==> src/rtl/ct_spsram_2048x88_ctrl_pkg.sv <==
// Shared constants for the 2048x88 single-port SRAM access controller.
package ct_spsram_ctrl_pkg;
  localparam int ADDR_WIDTH_DEF = 11;
  localparam int DATA_WIDTH_DEF = 88;

  localparam logic [0:0] ST_INIT = 1'b0;
  localparam logic [0:0] ST_RUN  = 1'b1;

  localparam logic RR_WR = 1'b0;
  localparam logic RR_RD = 1'b1;
endpackage

==> src/rtl/ct_spsram_2048x88_ctrl_if.sv <==
// Requester-side bus: write/read request channels, flush and init status.
interface ct_spsram_2048x88_ctrl_if
  import ct_spsram_ctrl_pkg::*;
#(
  parameter int ADDR_WIDTH = ADDR_WIDTH_DEF,
  parameter int DATA_WIDTH = DATA_WIDTH_DEF
);
  logic                  flush_req;
  logic                  init_busy;
  logic                  wr_req;
  logic [ADDR_WIDTH-1:0] wr_addr;
  logic [DATA_WIDTH-1:0] wr_data;
  logic [DATA_WIDTH-1:0] wr_mask;
  logic                  wr_gnt;
  logic                  rd_req;
  logic [ADDR_WIDTH-1:0] rd_addr;
  logic                  rd_gnt;
  logic                  rd_vld;
  logic [DATA_WIDTH-1:0] rd_data;

  modport master (
    output flush_req, wr_req, wr_addr, wr_data, wr_mask, rd_req, rd_addr,
    input  init_busy, wr_gnt, rd_gnt, rd_vld, rd_data
  );

  modport slave (
    input  flush_req, wr_req, wr_addr, wr_data, wr_mask, rd_req, rd_addr,
    output init_busy, wr_gnt, rd_gnt, rd_vld, rd_data
  );
endinterface

==> src/rtl/ct_spsram_2048x88_ctrl_arb.sv <==
// Two-requester round-robin arbiter; the pointer only moves on contention.
module ct_spsram_rr_arb
  import ct_spsram_ctrl_pkg::*;
(
  input  logic clk,
  input  logic rst,
  input  logic en,
  input  logic wr_req,
  input  logic rd_req,
  output logic wr_gnt,
  output logic rd_gnt
);
  logic rr;

  assign wr_gnt = en & wr_req & (~rd_req | (rr == RR_WR));
  assign rd_gnt = en & rd_req & (~wr_req | (rr == RR_RD));

  always_ff @(posedge clk) begin
    if (rst)                           rr <= RR_WR;
    else if (en && wr_req && rd_req)   rr <= ~rr;
  end
endmodule

==> src/rtl/ct_spsram_2048x88_ctrl.sv <==
// Single-port SRAM controller: init sweep, round-robin wr/rd sharing, registered read data.
module ct_spsram_2048x88_ctrl
  import ct_spsram_ctrl_pkg::*;
#(
  parameter int                    ADDR_WIDTH = ADDR_WIDTH_DEF,
  parameter int                    DATA_WIDTH = DATA_WIDTH_DEF,
  parameter logic [DATA_WIDTH-1:0] INIT_VAL   = '0
) (
  input  logic                  forever_cpuclk,
  input  logic                  cpurst,
  ct_spsram_2048x88_ctrl_if.slave bus,
  output logic [ADDR_WIDTH-1:0] sram_a,
  output logic                  sram_cen,
  output logic                  sram_gwen,
  output logic [DATA_WIDTH-1:0] sram_wen,
  output logic [DATA_WIDTH-1:0] sram_d,
  input  logic [DATA_WIDTH-1:0] sram_q
);
  localparam int STAGES = 1;

  logic [0:0]            state;
  logic [ADDR_WIDTH-1:0] cnt;
  logic [STAGES:0]       vld_pipe;
  logic [DATA_WIDTH-1:0] rd_data_q;
  logic                  run;
  logic                  wr_gnt;
  logic                  rd_gnt;

  assign run = (state == ST_RUN);

  ct_spsram_rr_arb u_arb (
    .clk    (forever_cpuclk),
    .rst    (cpurst),
    .en     (run),
    .wr_req (bus.wr_req),
    .rd_req (bus.rd_req),
    .wr_gnt (wr_gnt),
    .rd_gnt (rd_gnt)
  );

  // Sweep counter wraps naturally to 0 on the final entry.
  always_ff @(posedge forever_cpuclk) begin
    if (cpurst) begin
      state <= ST_INIT;
      cnt   <= '0;
    end else if (state == ST_INIT) begin
      cnt <= cnt + 1'b1;
      if (cnt == '1) state <= ST_RUN;
    end else if (bus.flush_req) begin
      state <= ST_INIT;
      cnt   <= '0;
    end
  end

  // Grant in N -> Q valid in N+1 -> rd_vld in N+2; keeps running across a flush.
  always_ff @(posedge forever_cpuclk) begin
    if (cpurst) begin
      vld_pipe  <= '0;
      rd_data_q <= '0;
    end else begin
      vld_pipe <= {vld_pipe[STAGES-1:0], rd_gnt};
      if (vld_pipe[0]) rd_data_q <= sram_q;
    end
  end

  always_comb begin
    sram_cen  = 1'b1;
    sram_gwen = 1'b1;
    sram_wen  = '1;
    sram_a    = '0;
    sram_d    = '0;
    if (state == ST_INIT) begin
      sram_cen  = 1'b0;
      sram_gwen = 1'b0;
      sram_wen  = '0;
      sram_a    = cnt;
      sram_d    = INIT_VAL;
    end else if (wr_gnt) begin
      // An all-zero mask is still granted but makes no array access.
      sram_cen  = ~|bus.wr_mask;
      sram_gwen = 1'b0;
      sram_wen  = ~bus.wr_mask;
      sram_a    = bus.wr_addr;
      sram_d    = bus.wr_data;
    end else if (rd_gnt) begin
      sram_cen  = 1'b0;
      sram_a    = bus.rd_addr;
    end
  end

  assign bus.init_busy = (state == ST_INIT);
  assign bus.wr_gnt    = wr_gnt;
  assign bus.rd_gnt    = rd_gnt;
  assign bus.rd_vld    = vld_pipe[STAGES];
  assign bus.rd_data   = rd_data_q;
endmodule

==> src/flat_wrapper.sv <==
// flat-port wrapper written by rule: the top's interface ports become plain ports
module ct_spsram_2048x88_ctrl_flat import ct_spsram_ctrl_pkg::*;
#(
  parameter int                    ADDR_WIDTH = ADDR_WIDTH_DEF,
  parameter int                    DATA_WIDTH = DATA_WIDTH_DEF,
  parameter logic [DATA_WIDTH-1:0] INIT_VAL   = '0
)
  (forever_cpuclk, cpurst, sram_a, sram_cen, sram_gwen, sram_wen, sram_d, sram_q, bus_flush_req, bus_wr_req, bus_wr_addr, bus_wr_data, bus_wr_mask, bus_rd_req, bus_rd_addr, bus_init_busy, bus_wr_gnt, bus_rd_gnt, bus_rd_vld, bus_rd_data);
  ct_spsram_2048x88_ctrl_if #(.ADDR_WIDTH(ADDR_WIDTH), .DATA_WIDTH(DATA_WIDTH)) bus_i ();
  input  logic forever_cpuclk;
  input  logic cpurst;
  output logic [ADDR_WIDTH-1:0] sram_a;
  output logic sram_cen;
  output logic sram_gwen;
  output logic [DATA_WIDTH-1:0] sram_wen;
  output logic [DATA_WIDTH-1:0] sram_d;
  input  logic [DATA_WIDTH-1:0] sram_q;
  input wire logic [$bits(bus_i.flush_req)-1:0] bus_flush_req;
  input wire logic [$bits(bus_i.wr_req)-1:0] bus_wr_req;
  input wire logic [$bits(bus_i.wr_addr)-1:0] bus_wr_addr;
  input wire logic [$bits(bus_i.wr_data)-1:0] bus_wr_data;
  input wire logic [$bits(bus_i.wr_mask)-1:0] bus_wr_mask;
  input wire logic [$bits(bus_i.rd_req)-1:0] bus_rd_req;
  input wire logic [$bits(bus_i.rd_addr)-1:0] bus_rd_addr;
  output wire logic [$bits(bus_i.init_busy)-1:0] bus_init_busy;
  output wire logic [$bits(bus_i.wr_gnt)-1:0] bus_wr_gnt;
  output wire logic [$bits(bus_i.rd_gnt)-1:0] bus_rd_gnt;
  output wire logic [$bits(bus_i.rd_vld)-1:0] bus_rd_vld;
  output wire logic [$bits(bus_i.rd_data)-1:0] bus_rd_data;
  assign bus_i.flush_req = bus_flush_req;
  assign bus_i.wr_req = bus_wr_req;
  assign bus_i.wr_addr = bus_wr_addr;
  assign bus_i.wr_data = bus_wr_data;
  assign bus_i.wr_mask = bus_wr_mask;
  assign bus_i.rd_req = bus_rd_req;
  assign bus_i.rd_addr = bus_rd_addr;
  assign bus_init_busy = bus_i.init_busy;
  assign bus_wr_gnt = bus_i.wr_gnt;
  assign bus_rd_gnt = bus_i.rd_gnt;
  assign bus_rd_vld = bus_i.rd_vld;
  assign bus_rd_data = bus_i.rd_data;
  ct_spsram_2048x88_ctrl #(.ADDR_WIDTH(ADDR_WIDTH), .DATA_WIDTH(DATA_WIDTH), .INIT_VAL(INIT_VAL)) u_core (.forever_cpuclk(forever_cpuclk), .cpurst(cpurst), .bus(bus_i), .sram_a(sram_a), .sram_cen(sram_cen), .sram_gwen(sram_gwen), .sram_wen(sram_wen), .sram_d(sram_d), .sram_q(sram_q));
endmodule
==> config.mk <==
export PLATFORM = sky130hd
export DESIGN_NAME = ct_spsram_2048x88_ctrl_flat
export DESIGN_NICKNAME = d
export VERILOG_FILES = /design/src/rtl/ct_spsram_2048x88_ctrl_pkg.sv /design/src/rtl/ct_spsram_2048x88_ctrl_if.sv /design/src/rtl/ct_spsram_2048x88_ctrl_arb.sv /design/src/rtl/ct_spsram_2048x88_ctrl.sv /design/src/flat_wrapper.sv
export SDC_FILE = /design/constraint.sdc
export NUM_CORES = 1
export LEC_CHECK = 0
export CAP_MARGIN = 20
export CORE_AREA = 2 2 221 223
export DETAILED_ROUTE_END_ITERATION = 6
export DIE_AREA = 0 0 223 225
export PLACE_DENSITY_LB_ADDON = 0.08
export RECOVER_POWER = 50
export SLEW_MARGIN = 10
export SYNTH_ARGS = -nofsm -noshare
export SYNTH_HDL_FRONTEND = slang
export SYNTH_HIERARCHICAL = 1
export SYNTH_SLANG_ARGS = --single-unit
==> constraint.sdc <==
create_clock -name forever_cpuclk -period 1.85 [get_ports forever_cpuclk]
set_input_delay 0.37 -clock forever_cpuclk [delete_from_list [all_inputs] [get_ports forever_cpuclk]]
set_output_delay 0.37 -clock forever_cpuclk [all_outputs]
set_load 0.02 [all_outputs]
; ---- After elaboration in Yosys (flattened, before gate mapping)
; Cells that the tools add are included.
[totals]
ff_bits = 103
word_cells = 40
[classes]
add_sub_neg = 1
eq_ne = 2
muxes = 17
bitwise = 11
n_reduce_logical = 4
[op_table]
columns = op, n
row1 = $mux 88, 4
row2 = $not 88->88, 1
row3 = $reduce_or 88->1, 1
row4 = $mux 11, 5
row5 = $add 11x1->11 const B, 1
row6 = $eq 11x11->1 const B, 1
row7 = $mux 1, 8
row8 = $and 1x1->1, 4
row9 = $not 1->1, 4
row10 = $logic_and 1x1->1, 2
row11 = $ne 2x2->1 const B, 1
row12 = $or 1x1->1, 2
row13 = $logic_not 1->1, 1

; ---- Longest topological paths before layout
; Gate-level depths: netlist of the first run.
[logic_depth]
word_depth = 6
ltp_mapped = 7

; ---- Cells and area by module
; The synthesis of the first run kept the hierarchy.
[modules_own_cells]
columns = module, instances, cells_per_inst, area_per_inst_um2, seq_area_each_um2
row1 = ct_spsram_2048x88_ctrl, 1, 642, 5232.5, 2042.0
row2 = ct_spsram_rr_arb, 1, 10, 72.6, 20.0

; ---- Worst setup path before layout of the first run
; No wires, ideal clock.
[synth_timing]
path_type = register to output
start = register u_core.state (netlist: u_core/run)
end = output port sram_a[0]
t_arrival_ns = 1.847
required_time_ns = 1.480
slack_ns = -0.367
path_stages_with_launch = 7
cell_sequence = dfxtp_1 > nand2_1 > a21oi_1 > buf_2 > clkbuf_1 > a22oi_1 > a21oi_1
[synth_via]
elab_cells_between_ends = 7
cone_classes = 3 x mux / 4 x bitwise
[synth_lines]
columns = element, line_no
row1 = "start, declared", ct_spsram_2048x88_ctrl.sv:21  ; logic [0:0] state;
row2 = "start signal, assigned", ct_spsram_2048x88_ctrl.sv:44  ; state <= ST_INIT;
row3 = "start signal, assigned", ct_spsram_2048x88_ctrl.sv:48  ; if (cnt == '1) state <= ST_RUN;
row4 = "start signal, assigned", ct_spsram_2048x88_ctrl.sv:50  ; state <= ST_INIT;
row5 = $and 1x1->1 (2 in a row), ct_spsram_2048x88_ctrl_arb.sv:15  ; assign wr_gnt = en & wr_req & (~rd_req | (rr == RR_WR));
row6 = via bus_wr_gnt, flat_wrapper.sv:26  ; output wire logic [$bits(bus_i.wr_gnt)-1:0] bus_wr_gnt;
row7 = $mux 11, ct_spsram_2048x88_ctrl.sv:78  ; end else if (wr_gnt) begin
row8 = $mux 11, ct_spsram_2048x88_ctrl.sv:72  ; if (state == ST_INIT) begin
row9 = "end, declared", flat_wrapper.sv:12  ; output logic [ADDR_WIDTH-1:0] sram_a;
; The timed path passes the listed nets, and every way through them passes these cells.

; ---- Worst setup path in the final report of the first run
[layout_timing]
start = input port bus_wr_mask[43]
end = output port sram_cen
[layout_via]
elab_chain_len = 4
[layout_rtl]
columns = element, line_no
row1 = "start, declared", flat_wrapper.sv:22  ; input wire logic [$bits(bus_i.wr_mask)-1:0] bus_wr_mask;
row2 = $reduce_or 88->1, ct_spsram_2048x88_ctrl.sv:80  ; sram_cen = ~|bus.wr_mask;
row3 = $logic_not 1->1, ct_spsram_2048x88_ctrl.sv:80
row4 = $mux 1, ct_spsram_2048x88_ctrl.sv:78
row5 = $mux 1, ct_spsram_2048x88_ctrl.sv:72
row6 = "end, declared", flat_wrapper.sv:13  ; output logic sram_cen;
; No other way between the ends.

==> results of run 1 <==
report_power, final:
| part | internal, mW | switching, mW |
|---|---|---|
| clock | 0.933 | 0.983 |
| sequential | 2.22 | 0.00503 |
| combinational | 0.639 | 0.255 |
cells in the mapped netlist (3+ instances only):
cell | number | area share
nand3_1 | 3 | 0.0028
o21ai_0 | 3 | 0.0028
clkbuf_1 | 46 | 0.033
inv_1 | 3 | 0.0021
nand4_1 | 5 | 0.0059
mux2i_1 | 88 | 0.17
a22oi_1 | 3 | 0.0042
buf_1 | 3 | 0.0021
and3_1 | 88 | 0.10
o211ai_1 | 3 | 0.0042
nand2_1 | 12 | 0.0085
nor2_1 | 123 | 0.087
a21oi_1 | 99 | 0.093
buf_2 | 14 | 0.013
a221oi_1 | 9 | 0.015
or3_1 | 3 | 0.0035
dfxtp_1 | 103 | 0.39
nor4_1 | 23 | 0.027
area by class of cell:
cell class	instances	area, um2	area share
repair buffers	700	7030	0.517
multi-input cells	481	3410	0.250
flip-flops and latches	103	2070	0.152
well taps	615	769	0.0566
clock buffers	9	225	0.0166
clock inverters	7	61.3	0.00451
diodes	9	22.5	0.00166
inverters	3	18.8	0.00138
cells by family (layout without fill, tap and decap cells):
kind of cell,after synthesis,after routing,synth area share
compound gates,121,121,0.126
fa+ha+maj,1,1,0.00236
buf+inv,68,719,0.0528
flops,103,103,0.389
mux,91,91,0.173
other cells,0,9,0
simple gates,268,268,0.257
layout by cell type, fill, tap and decap left out, types with 4 or more instances in the layout:
cell             synthesis  routed
nand4_1                  5       5
clkdlybuf4s50_1          0     357
mux2i_1                 88      88
diode_2                  0       9
buf_2                   14       8
and3_1                  88      71
buf_16                   0       4
nor4_2                   1      12
nor4_1                  23      11
nor2_2                   1      10
dfxtp_1                103     100
a21oi_2                  0      13
dlygate4sd2_1            0      59
buf_12                   0      16
clkbuf_16                0      10
clkinv_4                 0       4
a21oi_1                 99      83
a221oi_4                 0       8
buf_4                    2     131
nor2_1                 123     113
clkdlybuf4s15_2          0      52
buf_8                    0       6
buf_6                    0      61
nand2_1                 12      10
and3_4                   2      19
worst register-to-register path: cells and delay by family, from the launching register on:
kind                   cells  cell delay [ps]
multiplexers               1              340
flip-flops                 1              390
buffers and inverters      1              380
AND/OR/NAND/NOR            3              500
repair_timing:
action	4_1_cts	5_1_grt
pin swaps	19	11
buffers inserted	12	5
resized for setup	654	70
endpoints found under the setup margin	191	190
cloned	6	1
state kept, by name, indices dropped and copies added (netlist names):
| register | count |
|---|---|
| u_core/bus.rd_data | 88 |
| u_core/run | 1 |
| u_core/u_arb/rr | 1 |
| u_core/vld_pipe | 2 |
| u_core/cnt | 11 |
per-stage QoR:
stage	instance area, um2	TNS, ps
after global placement	12500	-137300
after floorplan	5370	0
after global routing	13600	-72830
after CTS	13400	-65880
final	13600	-54920
after detailed placement	12500	-135350
how the worst max path moves through the flow:
stage                         start    endpoint  slack [ps]
floorplan                u_core/run  sram_d[65]          10
global placement    bus_wr_mask[13]    sram_cen       -1230
detailed placement  bus_wr_mask[85]    sram_cen       -1250
CTS                      u_core/run  sram_d[46]        -500
global route        bus_wr_mask[47]    sram_cen        -580
finish              bus_wr_mask[43]    sram_cen        -530
metal layers:
metal  wire length, um  up-vias  share of wire  global-route usage
met2             19500      283           0.51               0.257
met3              3510       31          0.093              0.0572
met1             14300     3373           0.38               0.155
met4               601        0          0.016              0.0403
met5                 0        -              0                   0
li1                  -     3643              -                   -
==> reports/metrics.yaml, run 1 <==
run_status:
  outcome: "complete, but fails checks"
  violations: "negative setup slack"
timing:
  fin_skew_ps: 5.71
  setup_slack_ps: -530
  hold_ws_ps: 395
  setup_viol: 191
  fin_crit_ps: 2380
  rsz0062_at_grt: "yes"
  slew_viol_final: 0
  hold_viol: 0
  tightest_slew_ps: 675
  fmax_mhz: 420
  maxSlewHeadroom: 0.550
  period_share: 1.29
logic_synthesis:
  synth_cell_types: 34
  synth-seq-cells: 103
  synth-seq-area-share: 0.389
  ys_warn_count: 6
  syn-cell-area_um2: 5310
  synthFlopType: "dfxtp_1"
  async_reset_ff_frac: 0
  synth-edff-count: 0
  syn_area_per_cell_um2: 8.14
  synth_nets: 944
  synth_cells: 652
drt:
  dr.pass1.iters: 5
  ant_nets: 0
  routed_wl_um: 37900
  viasPerCell: 3.80
  initialDrtViolationCount: 233
  drc: 0
  drt-wirelength-per-cell_um: 19.7
  vias: 7330
worst_hold_path:
  hold_class: "in -> reg"
  min_to: "u_core/bus.rd_data[83]"
  hold_depth: 2
  min_from: "cpurst"
worst_setup_path:
  cp.arrival_ps: 2010
  cp_num_buf_inv: 2
  timing.rr.start: "u_core/run"
  r2r_cells: 5
  crit_path_max_incr_delay_ps: 440
  critPathCaptureType: "primary output"
  critical_path.most_common_cell: "nor4_2"
  crit_fanout: 2
  crit_cells: 6
  critical_path.startpoint_type: "primary input"
  worstSetupPathType: "in -> out"
  critical-path-top-delay-family: "simple AND/OR/NAND/NOR gates"
  cp_slowest_cell: "clkdlybuf4s50_1"
  worstPathCellList: "clkdlybuf4s50_1 > nor4_2 > nand4_1 > nor4_2 > a22o_1 > buf_6"
  worstPathRequired_ps: 1480
  regToRegSetupSlack_ps: 180
  timing.rr.end: "u_core/cnt[5]"
power_and_ir_drop:
  finalPower_mw: 5.03
  peakVddDrop_uv: 430
  p_leak_nw: 5.56
  p_per_area_nw_per_um2: 370
finish:
  layout-drive-gt1-share: 0.289
  fin_cells: 1927
  final_nets: 1590
  fillCellCount: 5158
  fin_util: 0.286
  synthToLayoutAreaGrowth_pct: 156
die:
  die_w_um: 223
  dieArea_um2: 50200
  start_util: 0.112
  placementRows: 80
  die_h_um: 225
  core-area_um2: 47500
  ios: 572
clock_tree:
  clk_path_buf_depth: 2
  ctsHoldBuffers: 0
  cts_root_buffer: "clkbuf_16"
  clk_latency_ps: 360
  path_clk_slew_ps: 80
  cts_sinks: 103
  h-tree-depth: 3
  cts_tree: "yes"
  cts_buffers: 9
place:
  placed_cells: 1881
  portBuffers: 571
  dp_hpwl_um: 30100
  place.gp.congestion: 0.824
  dp_slack_ps: -1250
global_routing:
  gr-usage-all-layers: 0.143
  antenna_found_initial: 9
  grt_pass1_vias: 7516
  grt_overflow: 0
  grt_start_max_net_pins: 68
  grt_pass1_wl_um: 52700
run:
  cap_violations: 0
Power figures use the tool's default switching activity.
==> inputs of run 2 (changes only) <==
--- a/config.mk
+++ b/config.mk
@@ -7,3 +7,2 @@
 export LEC_CHECK = 0
-export CAP_MARGIN = 20
 export CORE_AREA = 2 2 221 223
==> constraint.sdc (replaced) <==
create_clock -name forever_cpuclk -period 1.85 [get_ports forever_cpuclk]
set_input_delay 0.185 -clock forever_cpuclk [delete_from_list [all_inputs] [get_ports forever_cpuclk]]
set_output_delay 0.185 -clock forever_cpuclk [all_outputs]
set_load 0.02 [all_outputs]
==> reports/metrics.yaml, run 2 (same netlist as run 1, synthesis figures left out) <==
run:
  cap_violations: 0  # unchanged
place:
  dp_hpwl_um: 30400  # +1.2%
  portBuffers: 571  # unchanged
  placed_cells: 1893  # +0.64%
  dp_slack_ps: -876  # +373 ps
  place.gp.congestion: 0.829  # +0.57%
worst_setup_path:
  worstPathCellList: "clkdlybuf4s50_1 > nor4_1 > nand4_1 > nor4_2 > a22o_1 > buf_6"
  crit_fanout: 2  # unchanged
  cp_slowest_cell: "clkdlybuf4s50_1"
  crit_path_max_incr_delay_ps: 440  # about the same
  worstSetupPathType: "in -> out"
  cp.arrival_ps: 1860  # -150 ps
  critical_path.startpoint_type: "primary input"
  critPathCaptureType: "primary output"
  worstPathRequired_ps: 1660  # +180 ps
timing:
  rsz0062_at_grt: "yes"
  hold_ws_ps: 228  # -167 ps
  period_share: 1.11  # -0.181
  hold_viol: 0  # unchanged
  fin_crit_ps: 2050  # -335 ps
  setup_viol: 154  # -19%
  maxSlewHeadroom: 0.702  # +0.152
  setup_tns_ps: -11690  # +43240 ps
  slew_viol_final: 0  # unchanged
  fmax_mhz: 489  # +16%
  fin_skew_ps: 7.41  # +1.70 ps
  tightest_slew_ps: 447  # -228 ps
  setup_slack_ps: -195  # +335 ps
clock_tree:
  cts_buffers: 9  # unchanged
  ctsHoldBuffers: 0  # unchanged
  cts_root_buffer: "clkbuf_16"
  clk_latency_ps: 370  # about the same
  path_clk_slew_ps: 80  # about the same
  cts_tree: "yes"
  clk_path_buf_depth: 2  # unchanged
  cts_sinks: 103  # unchanged
  h-tree-depth: 3  # unchanged
drt:
  dr.pass1.iters: 4  # -1
  drt-wirelength-per-cell_um: 20.3  # +3.2%
  viasPerCell: 3.81  # +0.22%
  initialDrtViolationCount: 211  # -9.4%
  vias: 7518  # +2.6%
  ant_nets: 0  # unchanged
  routed_wl_um: 40000  # +5.6%
  drc: 0  # unchanged
finish:
  layout-drive-gt1-share: 0.406  # +0.116
  fillCellCount: 5025  # -2.6%
  largest_reg_flops: 88  # unchanged
  fin_util: 0.314  # +0.0284
  multi_input_area_um2: 3910  # +15%
  final_cell_mix: "clkdlybuf4s50_1, buf_6, buf_4"
  final_common_cell: "clkdlybuf4s50_1"
  final_nets: 1638  # +3.0%
  synthToLayoutAreaGrowth_pct: 182
  final-seq-area_um2: 2070  # +0.12%
  fin_cells: 1972  # +2.3%
global_routing:
  antenna_found_initial: 6  # -3
  grt_pass1_wl_um: 53900  # +2.3%
  grt_overflow: 0  # unchanged
  grt_start_max_net_pins: 67  # -1.5%
  grt_pass1_vias: 7537  # +0.28%
  gr-usage-all-layers: 0.148  # +0.00493
power_and_ir_drop:
  peakVddDrop_uv: 344  # -20%
  seqPwrFrac: 0.422  # -0.020
  pwr-share-comb: 0.178  # about the same
  p_per_area_nw_per_um2: 352  # -4.8%
  p_sw_mw: 1.27  # +2.1%
  p_leak_nw: 5.84  # +4.9%
  swShare: 0.241  # -0.00595
  clock_power_share: 0.400  # +0.019
  p_int_mw: 4.00  # +5.5%
die:
  placementRows: 80  # unchanged
  die_h_um: 225  # unchanged
  start_util: 0.112  # unchanged
  die_w_um: 223  # unchanged
  ios: 572  # unchanged
  core-area_um2: 47500  # unchanged
  dieArea_um2: 50200  # unchanged
worst_hold_path:
  hold_class: "in -> reg"
run_status:
  outcome: "complete, but fails checks"
  violations: "negative setup slack"
## run 2: cell count changes in the layout (fill, tap and decap cells not counted), sizes merged, moves of 2 or more
cell	change
clkinv	-5
dlymetal6s2s	-2
clkbuf	+6
clkdlybuf4s15	-52
bufbuf	-2
dlygate4sd2	-58
diode	-3
buf	+136
clkdlybuf4s50	+21
inv	+3
## run 2: layer usage
metal	GRT usage	share of wire	vias up
met1	0.166	0.40	3488
met5	0	0	-
met4	0.0353	0.012	0
met3	0.0674	0.091	22
met2	0.255	0.50	282
li1	-	-	3726
## run 2: power by group through the flow
stage / combinational [mW] / clock [mW] / sequential [mW]
2_1_floorplan: 0.0662 / 0 / 2.28
3_3_place_gp: 0.891 / 0 / 2.28
3_5_place_dp: 0.892 / 0 / 2.28
4_1_cts: 0.907 / 2.25 / 2.22
5_1_grt: 0.996 / 2.32 / 2.22
6_report: 0.935 / 2.11 / 2.22
## run 2: through the flow
step           total power [mW]  area, um2
2_1_floorplan              2.34       5320
3_3_place_gp               3.17      12600
3_5_place_dp               3.17      12600
4_1_cts                    5.39      13500
5_1_grt                    5.54      14900
6_report                   5.27      14900
## run 2: worst paths after layout
kind                                            start                     to  slack (ps)  cells after the start
worst max-delay path                  bus_wr_mask[85]               sram_cen        -200                      6
worst max register to register             u_core/run          u_core/cnt[9]         -10                      7
worst min register to register  u_core/bus.rd_data[8]  u_core/bus.rd_data[8]         500                      2
worst min-delay path                           cpurst        u_core/u_arb/rr         230                      3
## run 2: worst max-delay path, delay by kind of cell
family,cells,cell delay [ps]
AO/OA/AOI/OAI,1,180
buffers and inverters,2,560
AND/OR/NAND/NOR,3,940
## run 2: area by class of cell
class,instances,share of cell area
inverter,3,0.00109
timing repair buffer,748,0.525
multi-input combinational,481,0.261
sequential,103,0.139
clock inverter,6,0.00502
antenna,6,0.00100
tap,615,0.0515
clock buffer,10,0.0160
## run 2: timing repair
action / 4_1_cts / 5_1_grt
resized for setup: 822 / 372
setup endpoints to repair: 190 / 179
pin swaps: 6 / 9
setup buffers: 18 / 27
gates cloned: 8 / 10
